`src/rtl/regfile_wb_pkg.sv`:
```
// Shared register-file constants used by writeback, exception logic and the
// architectural register file.
package regfile_wb_pkg;

    localparam int WIDTH = 32;
    localparam int NREGS = 32;
    localparam int IDX_W = 5;

    typedef logic [IDX_W-1:0] reg_idx_t;

    localparam reg_idx_t REG_ZERO    = 5'd0;
    localparam reg_idx_t REG_RSTATUS = 5'd30;
    localparam reg_idx_t REG_RA      = 5'd31;

    localparam logic [WIDTH-1:0] RSTATUS_ADD  = 32'd1;
    localparam logic [WIDTH-1:0] RSTATUS_ADDI = 32'd2;
    localparam logic [WIDTH-1:0] RSTATUS_SUB  = 32'd3;

endpackage

```
`src/rtl/regfile_wb_if.sv`:
```
// Writeback/decode-facing bus of the register file: one write port and two
// combinational read ports.
interface regfile_wb_if #(
    parameter int WIDTH = 32,
    parameter int IDX_W = 5
);
    logic             ctrl_writeEnable;
    logic [IDX_W-1:0] ctrl_writeReg;
    logic [WIDTH-1:0] data_writeReg;
    logic [IDX_W-1:0] ctrl_readRegA;
    logic [IDX_W-1:0] ctrl_readRegB;
    logic [WIDTH-1:0] data_readRegA;
    logic [WIDTH-1:0] data_readRegB;

    modport master (
        output ctrl_writeEnable, ctrl_writeReg, data_writeReg,
        output ctrl_readRegA, ctrl_readRegB,
        input  data_readRegA, data_readRegB
    );

    modport slave (
        input  ctrl_writeEnable, ctrl_writeReg, data_writeReg,
        input  ctrl_readRegA, ctrl_readRegB,
        output data_readRegA, data_readRegB
    );
endinterface

```
`src/rtl/regfile_wb_register_row.sv`:
```
// One architectural register: WIDTH flops with write enable and synchronous
// active-high clear.
module register_row #(
    parameter int WIDTH = 32
) (
    input  logic             clock,
    input  logic             reset,
    input  logic             i_en,
    input  logic [WIDTH-1:0] i_d,
    output logic [WIDTH-1:0] o_q
);

    logic [WIDTH-1:0] r_q;

    // Row storage; reset wins over a simultaneous write.
    always_ff @(posedge clock) begin
        if (reset) begin
            r_q <= '0;
        end else if (i_en) begin
            r_q <= i_d;
        end else begin
            r_q <= r_q;
        end
    end

    assign o_q = r_q;

endmodule

```
`src/rtl/regfile_wb.sv`:
```
// Architectural register file: 31 writable rows plus hard-wired r0, one
// synchronous write port and two combinational read ports with optional bypass.
module regfile_wb
    import regfile_wb_pkg::*;
#(
    parameter int WIDTH  = regfile_wb_pkg::WIDTH,
    parameter int NREGS  = regfile_wb_pkg::NREGS,
    parameter int BYPASS = 1
) (
    input  logic        clock,
    input  logic        reset,
    regfile_wb_if.slave bus
);

    localparam int IDX_W = $clog2(NREGS);

    logic [NREGS-1:0] w_dec;
    logic [WIDTH-1:0] w_rows  [NREGS];
    logic [WIDTH-1:0] w_sel_a [NREGS];
    logic [WIDTH-1:0] w_sel_b [NREGS];
    logic [WIDTH-1:0] w_stored_a;
    logic [WIDTH-1:0] w_stored_b;
    logic             w_byp_a;
    logic             w_byp_b;

    assign w_dec[0]  = 1'b0;
    assign w_rows[0] = '0;

    genvar gi;
    generate
        for (gi = 1; gi < NREGS; gi++) begin : g_row
            assign w_dec[gi] = bus.ctrl_writeEnable && (bus.ctrl_writeReg == IDX_W'(gi));

            register_row #(.WIDTH(WIDTH)) u_row (
                .clock (clock),
                .reset (reset),
                .i_en  (w_dec[gi]),
                .i_d   (bus.data_writeReg),
                .o_q   (w_rows[gi])
            );
        end

        // AND-OR read mux: each row is masked by its own index match.
        for (gi = 0; gi < NREGS; gi++) begin : g_rdmask
            assign w_sel_a[gi] = (bus.ctrl_readRegA == IDX_W'(gi)) ? w_rows[gi] : '0;
            assign w_sel_b[gi] = (bus.ctrl_readRegB == IDX_W'(gi)) ? w_rows[gi] : '0;
        end
    endgenerate

    // Collapse the masked rows into the stored value seen by each port.
    always_comb begin
        w_stored_a = '0;
        w_stored_b = '0;
        for (int i = 0; i < NREGS; i++) begin
            w_stored_a = w_stored_a | w_sel_a[i];
            w_stored_b = w_stored_b | w_sel_b[i];
        end
    end

    assign w_byp_a = (BYPASS != 0) && bus.ctrl_writeEnable && !reset &&
                     (bus.ctrl_writeReg == bus.ctrl_readRegA) &&
                     (bus.ctrl_readRegA != REG_ZERO);
    assign w_byp_b = (BYPASS != 0) && bus.ctrl_writeEnable && !reset &&
                     (bus.ctrl_writeReg == bus.ctrl_readRegB) &&
                     (bus.ctrl_readRegB != REG_ZERO);

    assign bus.data_readRegA = w_byp_a ? bus.data_writeReg : w_stored_a;
    assign bus.data_readRegB = w_byp_b ? bus.data_writeReg : w_stored_b;

endmodule

```
`src/flat_wrapper.sv`:
```
// flat-port wrapper written by rule: the top's interface ports become plain ports
module regfile_wb_flat import regfile_wb_pkg::*;
#(
    parameter int WIDTH  = regfile_wb_pkg::WIDTH,
    parameter int NREGS  = regfile_wb_pkg::NREGS,
    parameter int BYPASS = 1
)
  (clock, reset, bus_ctrl_writeEnable, bus_ctrl_writeReg, bus_data_writeReg, bus_ctrl_readRegA, bus_ctrl_readRegB, bus_data_readRegA, bus_data_readRegB);
  regfile_wb_if #(.WIDTH(WIDTH), .IDX_W(5)) bus_i ();
  input  logic clock;
  input  logic reset;
  input wire logic [$bits(bus_i.ctrl_writeEnable)-1:0] bus_ctrl_writeEnable;
  input wire logic [$bits(bus_i.ctrl_writeReg)-1:0] bus_ctrl_writeReg;
  input wire logic [$bits(bus_i.data_writeReg)-1:0] bus_data_writeReg;
  input wire logic [$bits(bus_i.ctrl_readRegA)-1:0] bus_ctrl_readRegA;
  input wire logic [$bits(bus_i.ctrl_readRegB)-1:0] bus_ctrl_readRegB;
  output wire logic [$bits(bus_i.data_readRegA)-1:0] bus_data_readRegA;
  output wire logic [$bits(bus_i.data_readRegB)-1:0] bus_data_readRegB;
  assign bus_i.ctrl_writeEnable = bus_ctrl_writeEnable;
  assign bus_i.ctrl_writeReg = bus_ctrl_writeReg;
  assign bus_i.data_writeReg = bus_data_writeReg;
  assign bus_i.ctrl_readRegA = bus_ctrl_readRegA;
  assign bus_i.ctrl_readRegB = bus_ctrl_readRegB;
  assign bus_data_readRegA = bus_i.data_readRegA;
  assign bus_data_readRegB = bus_i.data_readRegB;
  regfile_wb #(.WIDTH(WIDTH), .NREGS(NREGS), .BYPASS(BYPASS)) u_core (.clock(clock), .reset(reset), .bus(bus_i));
endmodule
```
`config.mk`:
```
export PLATFORM = sky130hd
export DESIGN_NAME = regfile_wb_flat
export DESIGN_NICKNAME = d
export VERILOG_FILES = /design/src/rtl/regfile_wb_pkg.sv /design/src/rtl/regfile_wb_if.sv /design/src/rtl/regfile_wb_register_row.sv /design/src/rtl/regfile_wb.sv /design/src/flat_wrapper.sv
export SDC_FILE = /design/constraint.sdc
export NUM_CORES = 2
export LEC_CHECK = 0
export ABC_AREA = 1
export ABC_CLOCK_PERIOD_IN_PS = 4000
export CAP_MARGIN = 20
export CORE_ASPECT_RATIO = 1.75
export CORE_MARGIN = 2
export CORE_UTILIZATION = 40
export DETAILED_ROUTE_END_ITERATION = 12
export DONT_BUFFER_PORTS = 1
export GPL_ROUTABILITY_DRIVEN = 0
export PLACE_DENSITY = 0.53
export SYNTH_ARGS = -nofsm -noshare
export SYNTH_HDL_FRONTEND = slang
export SYNTH_HIERARCHICAL = 1
export SYNTH_SLANG_ARGS = --single-unit
```
`constraint.sdc`:
```
create_clock -name clock -period 4 [get_ports clock]
set_input_delay 1 -clock clock [delete_from_list [all_inputs] [get_ports clock]]
set_output_delay 1 -clock clock [all_outputs]
set_load 0.01 [all_outputs]
```
==> results_dict.tcl <==
set metrics [dict create \
    synth_seq_cells 992 \
    internal_power_mw 16.7 \
    period_minus_slack_ns 4.41 \
    routed_via_density 5.52 \
    path_class "primary input to output port" \
    instances_no_fill 12900 \
    end_kind "output port" \
    wl_met2_um 136000 \
    hold_violations 0 \
    cts_tree "yes" \
    die_y_um 530 \
    grt_use_total_pct 35.5 \
    power_density_nw_per_um2 330 \
    cts.sinks 992 \
    io-pin-count 114 \
    maxSlewViolCount 80 \
    grt_pass1_wl_um 429000 \
    worstPathArrival_ns 3.41 \
    slew_headroom_pct -1.55 \
    first_pass_iters 10 \
    numCtsBuffers 107 \
    grt_max_degree 514 \
    layout_common_cells "3388 x nand2_1, 2667 x nor2_1, 1216 x nand3_1" \
    seqPwrFrac_pct 43.9 \
    wl_met1_um 107000 \
    numPortBuffers 0 \
    grt_pass1_vias 64400 \
    core_area_um2 157000 \
    core.rowCount 193 \
    die_x_um 305 \
    drv_cap 0 \
    dp.cells 12600 \
    max_freq_ghz 0.227 \
    ant_nets 0 \
    path_clk_slew_ns 0.06 \
    cts_buffer_depth 3 \
    switching_share_pct 27.8 \
    whs_ns 0.415 \
    met3_length_um 24000 \
    fin_ws_ns -0.407 \
    cts-root-buf "clkbuf_16" \
    insertion_delay_ns 0.76 \
    top_layer "met4" \
    layout.nets 10800 \
    synthesis.instances 11100 \
    post-dp-hpwl_um 189000 \
    holdCritPathClass "primary input to flop" \
    cp.required_ns 3.00 \
    worstPathMaxFanout 514 \
    drive_gt1_share_pct 6.40 \
    drt_iter0_markers 7549 \
    cpMostUsedCell "nand2_1" \
    largest_register_ff_count 992 \
    pwr-share-clk_pct 46.3 \
    switching_power_mw 6.41 \
    ir_drop_mv 0.317 \
    power_mw 23.1 \
    antenna_found_initial 5 \
    failed_checks "slew limit, setup timing" \
    dieArea_um2 161000 \
    start_util_pct 40.2 \
    drcViolationCount 0 \
    synth.distinct_cells 19 \
    fin_util_pct 44.4 \
    fin_tns_setup_ns -15.43 \
    wirelength_um 301000 \
    area_growth_pct 10.4 \
    htree_levels 3 \
    grt_overflow 0 \
    period_share_pct 110 \
    status "finished with violations" \
    finalSetupViolCount 64 \
    cts_hold_buf 0 \
    postSynthAreaPerCell_um2 5.71 \
    nFillCells 16900 \
    cp_cell_sequence "clkinv_16 > buf_12 > buf_4 > clkbuf_16 > nand4_1 > nand2_1 > nor2_1 > buf_4 > nand2_2 > nor2_1 > nand2_1 > nand2_1 > nand2_4" \
    tightest_slew_ns 1.52 \
    combPwrFrac_pct 9.9 \
    p_leak_nw 35.6 \
    cpMaxStageDelayCell "clkinv_16" \
    postSynthNetCount 11100 \
    grt_setup_unrepaired "true" \
    final_common_cell "nand2_1" \
    vias 71100 \
    worst_path_largest_cell_delay_ns 0.24 \
    wire_per_inst_um 23.3 \
    startpoint_type "primary input" \
    skew_ns 0 \
    synth_seq_area_share_pct 31.4 \
    yosys_warnings 6 \
    syn-cell-area_um2 63300 \
]
==> critical path: cells and delay by family <==
family                 cells  cell delay [ns]
buffers and inverters      5             0.92
AND/OR/NAND/NOR            8             0.84
==> per-layer routing <==
layer | vias to the layer above | track usage [%]
li1 | 33700 | -
met1 | 32800 | 38.7
met2 | 3595 | 57.8
met3 | 1000 | 6.26
met4 | 0 | 34.8
met5 | - | 0
==> layout make-up <==
| type | count | area (um2) | area share, % |
|---|---|---|---|
| timing repair inverter | 1 | 11.3 | 0.0161 |
| clock buffer | 162 | 3190 | 4.56 |
| timing repair buffer | 365 | 4730 | 6.77 |
| antenna | 4 | 10.0 | 0.0143 |
| inverter | 1081 | 4110 | 5.88 |
| multi-input combinational | 8188 | 35000 | 50.0 |
| clock inverter | 36 | 430 | 0.616 |
| sequential | 992 | 19900 | 28.4 |
| tap | 2047 | 2560 | 3.67 |
==> cells in the mapped netlist (all sizes together) <==
cell type,instances,area (um2)
buf,599,4270
nor2,2753,10400
dfxtp,992,19900
o22ai,3,18.8
clkinv,1,5.00
a21oi,2,10.0
nand4,770,4820
inv,1080,4050
xor2,1,8.76
nand2,3439,12900
nand3,1218,6100
nor4,2,25.0
clkbuf,215,808
==> through the flow <==
stage | setup slack [ns] | instance area, um2
finish | -0.407 | 69900
global route | -0.111 | 69900
CTS | 0.00652 | 69000
detailed placement | -0.213 | 65400
global placement | -0.198 | 65400
floorplan | 0.738 | 63300
==> what timing repair did <==
item,in CTS,in global routing
gates resized for setup,11,102
hold endpoints to repair,0,0
pin swaps,0,8
buffers inserted,0,10
cloned,0,17
endpoints found under the setup margin,22,43
==> cell families after synthesis <==
kind of cell | Yosys count | share of synthesized area [%]
AOI/OAI and AO/OA | 5 | 0.0455
buffers and inverters | 1895 | 14.4
DFF | 992 | 31.4
and+or+nand+nor | 8182 | 54.1
xor gates and xnor gates | 1 | 0.0138
==> power by group through the flow <==
stage / Sequential, mW / Combinational (mW) / Clock [mW]
6_report: 10.1 / 2.27 / 10.7
4_1_cts: 10.1 / 2.12 / 10.8
3_5_place_dp: 10.3 / 2.11 / 0
5_1_grt: 10.1 / 2.42 / 11.1
3_3_place_gp: 10.3 / 2.09 / 0
2_1_floorplan: 10.3 / 1.47 / 0
==> worst paths after layout <==
check,startpoint,cells after the start,endpoint,slack (ns)
max,bus_ctrl_readRegA[4],13,bus_data_readRegA[12],-0.41
min,bus_data_writeReg[10],4,u_core/g_row[6].u_row/o_q[10],0.41
max reg2reg,u_core/g_row[11].u_row/o_q[13],2,u_core/g_row[11].u_row/o_q[13],3.25
min reg2reg,u_core/g_row[2].u_row/o_q[27],2,u_core/g_row[2].u_row/o_q[27],0.47
Note: power is estimated with default switching activity, not from simulation.
